File: src/rtl/dsm_coef_mac_sched.sv
// dsm_coef_mac_sched
//   One serial shift-add constant-coefficient multiplier shared round-robin
//   among NCH delta-sigma stages. Each channel owns a shift mask: bit s set
//   adds (x >>> s) to the product, one mask bit per cycle.
//
// Ports
//   clk, rst_n     clock (rising edge), asynchronous active-low reset
//   req_i          per-channel level request, held with din_i until gnt_o
//   din_i          operands, channel k at din_i[k*W +: W]
//   gnt_o          one-hot 1-cycle pulse: operand captured
//   dout_o         product (two's complement, wraps modulo 2^W)
//   dout_vld_o     1-cycle pulse: dout_o / dout_id_o valid
//   dout_id_o      channel that dout_o belongs to
//   busy_o         high while multiplying
//   cfg_we_i       mask write strobe
//   cfg_addr_i     channel to configure (>= NCH ignored)
//   cfg_mask_i     new shift mask
//   cfg_neg_i      coefficient sign (only when COEF_NEG_EN is defined)
//
// Build option
//   COEF_NEG_EN    adds a per-channel sign bit; sign=1 negates the product.
module dsm_coef_mac_sched #(
    parameter int unsigned      W        = 41,
    parameter int unsigned      NCH      = 4,
    parameter int unsigned      IDW      = 2,
    parameter int unsigned      MAXSH    = 12,
    parameter logic [MAXSH-1:0] DEF_MASK = 12'hDB0
) (
    input  logic               clk,
    input  logic               rst_n,
    input  logic [NCH-1:0]     req_i,
    input  logic [NCH*W-1:0]   din_i,
    output logic [NCH-1:0]     gnt_o,
    output logic [W-1:0]       dout_o,
    output logic               dout_vld_o,
    output logic [IDW-1:0]     dout_id_o,
    output logic               busy_o,
    input  logic               cfg_we_i,
    input  logic [IDW-1:0]     cfg_addr_i,
    input  logic [MAXSH-1:0]   cfg_mask_i
`ifdef COEF_NEG_EN
    ,
    input  logic               cfg_neg_i
`endif
);

    localparam int unsigned SHW = (MAXSH > 1) ? $clog2(MAXSH) : 1;

    typedef enum logic {
        S_IDLE = 1'b0,
        S_MAC  = 1'b1
    } state_e;

    state_e                  state_q, state_d;
    logic [IDW-1:0]          rr_ptr_q, rr_ptr_d;
    logic signed [W-1:0]     x_q, x_d;
    logic [MAXSH-1:0]        m_q, m_d;
    logic [IDW-1:0]          id_q, id_d;
    logic signed [W-1:0]     acc_q, acc_d;
    logic [SHW-1:0]          sh_q, sh_d;
    logic [NCH-1:0]          gnt_q, gnt_d;
    logic [W-1:0]            dout_q, dout_d;
    logic                    dout_vld_q, dout_vld_d;
    logic [IDW-1:0]          dout_id_q, dout_id_d;
    logic                    busy_q, busy_d;
    logic [MAXSH-1:0]        mask_q [NCH];
    logic [MAXSH-1:0]        mask_d [NCH];
`ifdef COEF_NEG_EN
    logic                    sgn_cfg_q [NCH];
    logic                    sgn_cfg_d [NCH];
    logic                    neg_q, neg_d;
`endif

    logic                    hit;
    logic [IDW-1:0]          sel;
    logic [W-1:0]            sel_din;
    logic [MAXSH-1:0]        sel_mask;
`ifdef COEF_NEG_EN
    logic                    sel_neg;
`endif
    logic signed [W-1:0]     shx;
    logic signed [W-1:0]     term;
    logic signed [W-1:0]     sum;

    // Round-robin search starting one past the last served channel.
    always_comb begin
        logic [IDW-1:0] cand;
        hit  = 1'b0;
        sel  = '0;
        cand = '0;
        for (int unsigned i = 1; i <= NCH; i++) begin
            cand = IDW'((32'(rr_ptr_q) + i) % NCH);
            if (!hit && req_i[cand]) begin
                hit = 1'b1;
                sel = cand;
            end
        end
    end

    // Operand, mask and sign of the selected channel (mask before any same-cycle write).
    always_comb begin
        sel_din  = '0;
        sel_mask = '0;
`ifdef COEF_NEG_EN
        sel_neg  = 1'b0;
`endif
        for (int unsigned k = 0; k < NCH; k++) begin
            if (sel == IDW'(k)) begin
                sel_din  = din_i[k*W +: W];
                sel_mask = mask_q[k];
`ifdef COEF_NEG_EN
                sel_neg  = sgn_cfg_q[k];
`endif
            end
        end
    end

    // Current partial term: arithmetic shift floors toward -inf.
    always_comb begin
        shx  = x_q >>> sh_q;
        term = m_q[sh_q] ? shx : '0;
        sum  = acc_q + term;
    end

    // Next-state and output logic.
    always_comb begin
        state_d    = state_q;
        rr_ptr_d   = rr_ptr_q;
        x_d        = x_q;
        m_d        = m_q;
        id_d       = id_q;
        acc_d      = acc_q;
        sh_d       = sh_q;
        gnt_d      = '0;
        dout_d     = dout_q;
        dout_vld_d = 1'b0;
        dout_id_d  = dout_id_q;
        mask_d     = mask_q;
`ifdef COEF_NEG_EN
        sgn_cfg_d  = sgn_cfg_q;
        neg_d      = neg_q;
`endif

        for (int unsigned k = 0; k < NCH; k++) begin
            if (cfg_we_i && (cfg_addr_i == IDW'(k))) begin
                mask_d[k] = cfg_mask_i;
`ifdef COEF_NEG_EN
                sgn_cfg_d[k] = cfg_neg_i;
`endif
            end
        end

        case (state_q)
            S_IDLE: begin
                if (hit) begin
                    x_d        = sel_din;
                    m_d        = sel_mask;
                    id_d       = sel;
                    acc_d      = '0;
                    sh_d       = '0;
                    rr_ptr_d   = sel;
                    gnt_d[sel] = 1'b1;
`ifdef COEF_NEG_EN
                    neg_d      = sel_neg;
`endif
                    state_d    = S_MAC;
                end
            end
            S_MAC: begin
                acc_d = sum;
                sh_d  = sh_q + SHW'(1);
                if (sh_q == SHW'(MAXSH - 1)) begin
`ifdef COEF_NEG_EN
                    dout_d = neg_q ? -sum : sum;
`else
                    dout_d = sum;
`endif
                    dout_id_d  = id_q;
                    dout_vld_d = 1'b1;
                    state_d    = S_IDLE;
                end
            end
            default: state_d = S_IDLE;
        endcase

        busy_d = (state_d == S_MAC);
    end

    // State and datapath registers.
    always_ff @(posedge clk or negedge rst_n) begin
        if (!rst_n) begin
            state_q    <= S_IDLE;
            rr_ptr_q   <= IDW'(NCH - 1);
            x_q        <= '0;
            m_q        <= '0;
            id_q       <= '0;
            acc_q      <= '0;
            sh_q       <= '0;
            gnt_q      <= '0;
            dout_q     <= '0;
            dout_vld_q <= 1'b0;
            dout_id_q  <= '0;
            busy_q     <= 1'b0;
            for (int unsigned k = 0; k < NCH; k++) begin
                mask_q[k] <= DEF_MASK;
`ifdef COEF_NEG_EN
                sgn_cfg_q[k] <= 1'b0;
`endif
            end
`ifdef COEF_NEG_EN
            neg_q      <= 1'b0;
`endif
        end else begin
            state_q    <= state_d;
            rr_ptr_q   <= rr_ptr_d;
            x_q        <= x_d;
            m_q        <= m_d;
            id_q       <= id_d;
            acc_q      <= acc_d;
            sh_q       <= sh_d;
            gnt_q      <= gnt_d;
            dout_q     <= dout_d;
            dout_vld_q <= dout_vld_d;
            dout_id_q  <= dout_id_d;
            busy_q     <= busy_d;
            mask_q     <= mask_d;
`ifdef COEF_NEG_EN
            sgn_cfg_q  <= sgn_cfg_d;
            neg_q      <= neg_d;
`endif
        end
    end

    assign gnt_o      = gnt_q;
    assign dout_o     = dout_q;
    assign dout_vld_o = dout_vld_q;
    assign dout_id_o  = dout_id_q;
    assign busy_o     = busy_q;

endmodule

File: config.mk
export PLATFORM = sky130hd
export DESIGN_NAME = dsm_coef_mac_sched
export DESIGN_NICKNAME = d
export VERILOG_FILES = /design/src/rtl/dsm_coef_mac_sched.sv
export SDC_FILE = /design/constraint.sdc
export NUM_CORES = 1
export LEC_CHECK = 0
export BUFFER_PORTS_ARGS = -buffer_cell sky130_fd_sc_hd__buf_2
export CORE_AREA = 2 2 186 207
export DETAILED_ROUTE_END_ITERATION = 10
export DIE_AREA = 0 0 188 209
export PLACE_DENSITY_LB_ADDON = 0.12
export SLEW_MARGIN = 20
export SYNTH_ARGS = -nofsm -noshare
export SYNTH_HDL_FRONTEND = slang
export SYNTH_SLANG_ARGS = --single-unit
File: constraint.sdc
create_clock -name clk -period 9.9 [get_ports clk]
set_clock_uncertainty 0.2 [all_clocks]
set_input_delay 0 -clock clk [delete_from_list [all_inputs] [get_ports clk]]
set_output_delay 0 -clock clk [all_outputs]
set_load 0.01 [all_outputs]
==> impl_metrics.toml <==
[detailed_routing]
routed_via_density = 5.07
highest_layer = "met4"
routedWlPerCell_um = 15.8
drtPass1Iterations = 5
wl_met2_um = 17900
wl_met1_um = 17600
dr.first_iter.drc_count = 736
num_vias = 12000
drtAntennaViolNets = 0
wl_met3_um = 1190
drc = 0
wirelength_um = 37200

[synthesis]
ys_types = 64
yosysMostFrequentCell = "nand2_1"
ys_warn_count = 0
ys.flop_type = "dfrtp_1"
async_reset_ff_share_pct = 100
ys_seq_area_share_pct = 38.9
synth_top_cell_area_share_pct = 33.6
syn_avg_cell_area_um2 = 8.39
synth.net_count = 1763
synth-edff-count = 0
synth.area.top_cells = "dfrtp_1, nand2_1, o21ai_0, mux4_2, nor2_1"
syn_area_um2 = 12900
synth_area_leader_cell = "dfrtp_1"
synthTopCellsByCount = "nand2_1, o21ai_0, nor2_1"
syn-instance-count = 1536
synth-seq-cells = 199

[hold_path]
hold_class = "in2reg"

[floorplan]
rows = 75
core-area_um2 = 37400
die_y_um = 209
die_area_um2 = 39300
ios = 234
fp.dieW_um = 188
start_util_pct = 34.4

[timing]
period_share_pct = 51.9
timing.fmax_mhz = 195
slew-limit-headroom_pct = 32.4
finalSetupViolCount = 0
fin_setup_tns_ns = 0
worst_slack_ns = 4.76
slew_viol_final = 0
fin_hold_ws_ns = 0.0149
tightest_slew_ns = 1.01
rsz0062_at_grt = "false"
finalHoldViolations = 0
fin_crit_ns = 5.14

[flow_run]
maxCapViolCount = 0

[placement]
place.gp.congestion = 0.849
place_hpwl_um = 26100
pre_cts_ws_ns = 4.76
portBuffers = 233

[grt]
antenna_found_initial = 0
grt_pass1_vias = 11600
grt_pass1_wl_um = 60900
track_usage_pct = 19.0
grt_max_degree = 112
grt-ovfl-total = 0

[final_layout]
seqCellArea_um2 = 5010
antenna_cells = 0
syn_to_final_growth_pct = 28.5
drive_gt1_share_pct = 22.2
multi_input_area_um2 = 7440
nets = 2073
fillerInstances = 3740

[cts]
cts_tree = "yes"
insertion_delay_ns = 0.46
clk_pin_slew_worst_paths_ns = 0.08
cts-root-buf = "clkbuf_16"
clk_path_buf_depth = 2
cts.repair.resized = 0
cts_setup_buffers = 0
cts_sinks = 199
cts_made_buffers = 17
htreeDepth = 4

[setup_path]
critical_path_class = "reg2reg"
cp-start-kind = "flip-flop"
end_kind = "flip-flop"
worstPathRequired_ns = 10.07
cp_max_fo = 45
cp_data_arrival_time_ns = 5.31

[power]
ir_worst_vdd_mv = 0.188
total_power_mw = 6.30
power_density_nw_per_um2 = 381
cellLeakagePower_nw = 7.49

[status]
status = "completed"
## report_power, final
part           leakage, nW  internal [mW]  switching (mW)
Clock                0.310          0.375           0.387
Sequential            2.34           1.21           0.272
Combinational         4.84           1.73            2.33
## placed cells by master (no fill, tap or decap), types with 5 or more instances in the layout
master | netlist | layout
a311oi_1 | 12 | 12
o21bai_1 | 8 | 8
inv_1 | 15 | 15
buf_4 | 1 | 17
dlygate4sd3_1 | 0 | 144
nand2b_1 | 5 | 5
nand4_1 | 6 | 6
nor2_1 | 201 | 201
and3_1 | 12 | 12
nor3_1 | 11 | 11
mux2i_1 | 20 | 20
a21o_1 | 22 | 22
xnor2_1 | 16 | 16
nand3_1 | 62 | 62
nand2_1 | 321 | 321
a21oi_1 | 51 | 51
mux2_2 | 52 | 52
inv_8 | 0 | 5
and2_1 | 10 | 10
ha_1 | 41 | 41
a31oi_1 | 10 | 10
o21ai_0 | 205 | 205
xor2_1 | 21 | 21
a211oi_1 | 33 | 33
mux4_2 | 36 | 36
buf_2 | 4 | 232
nor2b_1 | 7 | 7
dfrtp_1 | 173 | 171
dfstp_2 | 26 | 26
clkbuf_16 | 0 | 17
## area by class of cell
class | count | area share, %
Timing Repair Buffer | 395 | 16.7
Sequential cell | 199 | 30.3
Clock buffer | 17 | 2.57
Clock inverter | 15 | 1.27
Multi-Input combinational cell | 1215 | 45.0
Inverter | 18 | 0.408
Tap cell | 500 | 3.78
## final timing paths
check                      slack, ns        from  depth (start not counted)         end
setup / recovery                4.76     sh_q[0]                         15   acc_q[40]
hold / removal                  0.01    req_i[1]                          5     id_q[0]
setup reg to reg                4.76     sh_q[0]                         15   acc_q[40]
hold reg to reg                 0.28  dout_o[31]                          2  dout_o[31]
max in group asynchronous       7.23       rst_n                          5     sh_q[0]
min in group asynchronous       0.38       rst_n                          3  dout_o[14]
## what timing repair did
item | 4_1_cts | 5_1_grt
endpoints found under the setup margin | 0 | 0
hold buffers | 145 | 0
hold endpoints to repair | 174 | 0
## routing by layer
layer	GRT usage, %	up-vias
met5	0	-
met1	26.2	5687
met3	2.42	30
met2	32.0	239
met4	4.45	0
li1	-	6002
## registers in the layout (all words and copies together) (netlist names)
signal and flops:
acc_q 41, busy_o 1, dout_id_o 2, dout_o 41
dout_vld_o 1, gnt_o 4, id_q 2, m_q 12
mask_q 48, rr_ptr_q 2, sh_q 4, x_q 41
## kinds of logic (layout without fill, tap and decap cells)
| logic type | Yosys count | after routing | synth area share (%) |
|---|---|---|---|
| simple gates | 652 | 652 | 21.0 |
| compound gates | 375 | 375 | 17.2 |
| flops | 199 | 199 | 38.9 |
| buf+inv | 122 | 445 | 3.62 |
| mux | 108 | 108 | 12.4 |
| fa+ha+maj | 42 | 42 | 4.14 |
| xor+xnor | 38 | 38 | 2.69 |
## through the flow
stage / instances / area [um2] / utilization, %
floorplan: 1536 / 12900 / -
global placement: 2182 / 14500 / 38.6
detailed placement: 2182 / 14500 / 38.6
CTS: 2359 / 16600 / 44.2
global route: 2359 / 16600 / 44.2
finish: 2359 / 16600 / 44.2
## worst max-delay path: stages (launching register included)
cell and delay [ns]:
dfrtp_2 0.42, buf_4 0.56, mux4_2 0.59, and2_1 0.18
a211oi_1 0.36, a211oi_1 0.14, ha_1 0.44, nand4_2 0.17
or4_1 0.56, a21o_1 0.18, nand3_1 0.15, and4b_1 0.23
o21a_2 0.17, nor4_1 0.06, or4b_1 0.54, o211ai_2 0.09
No activity file was read; power rests on OpenSTA's default activity.
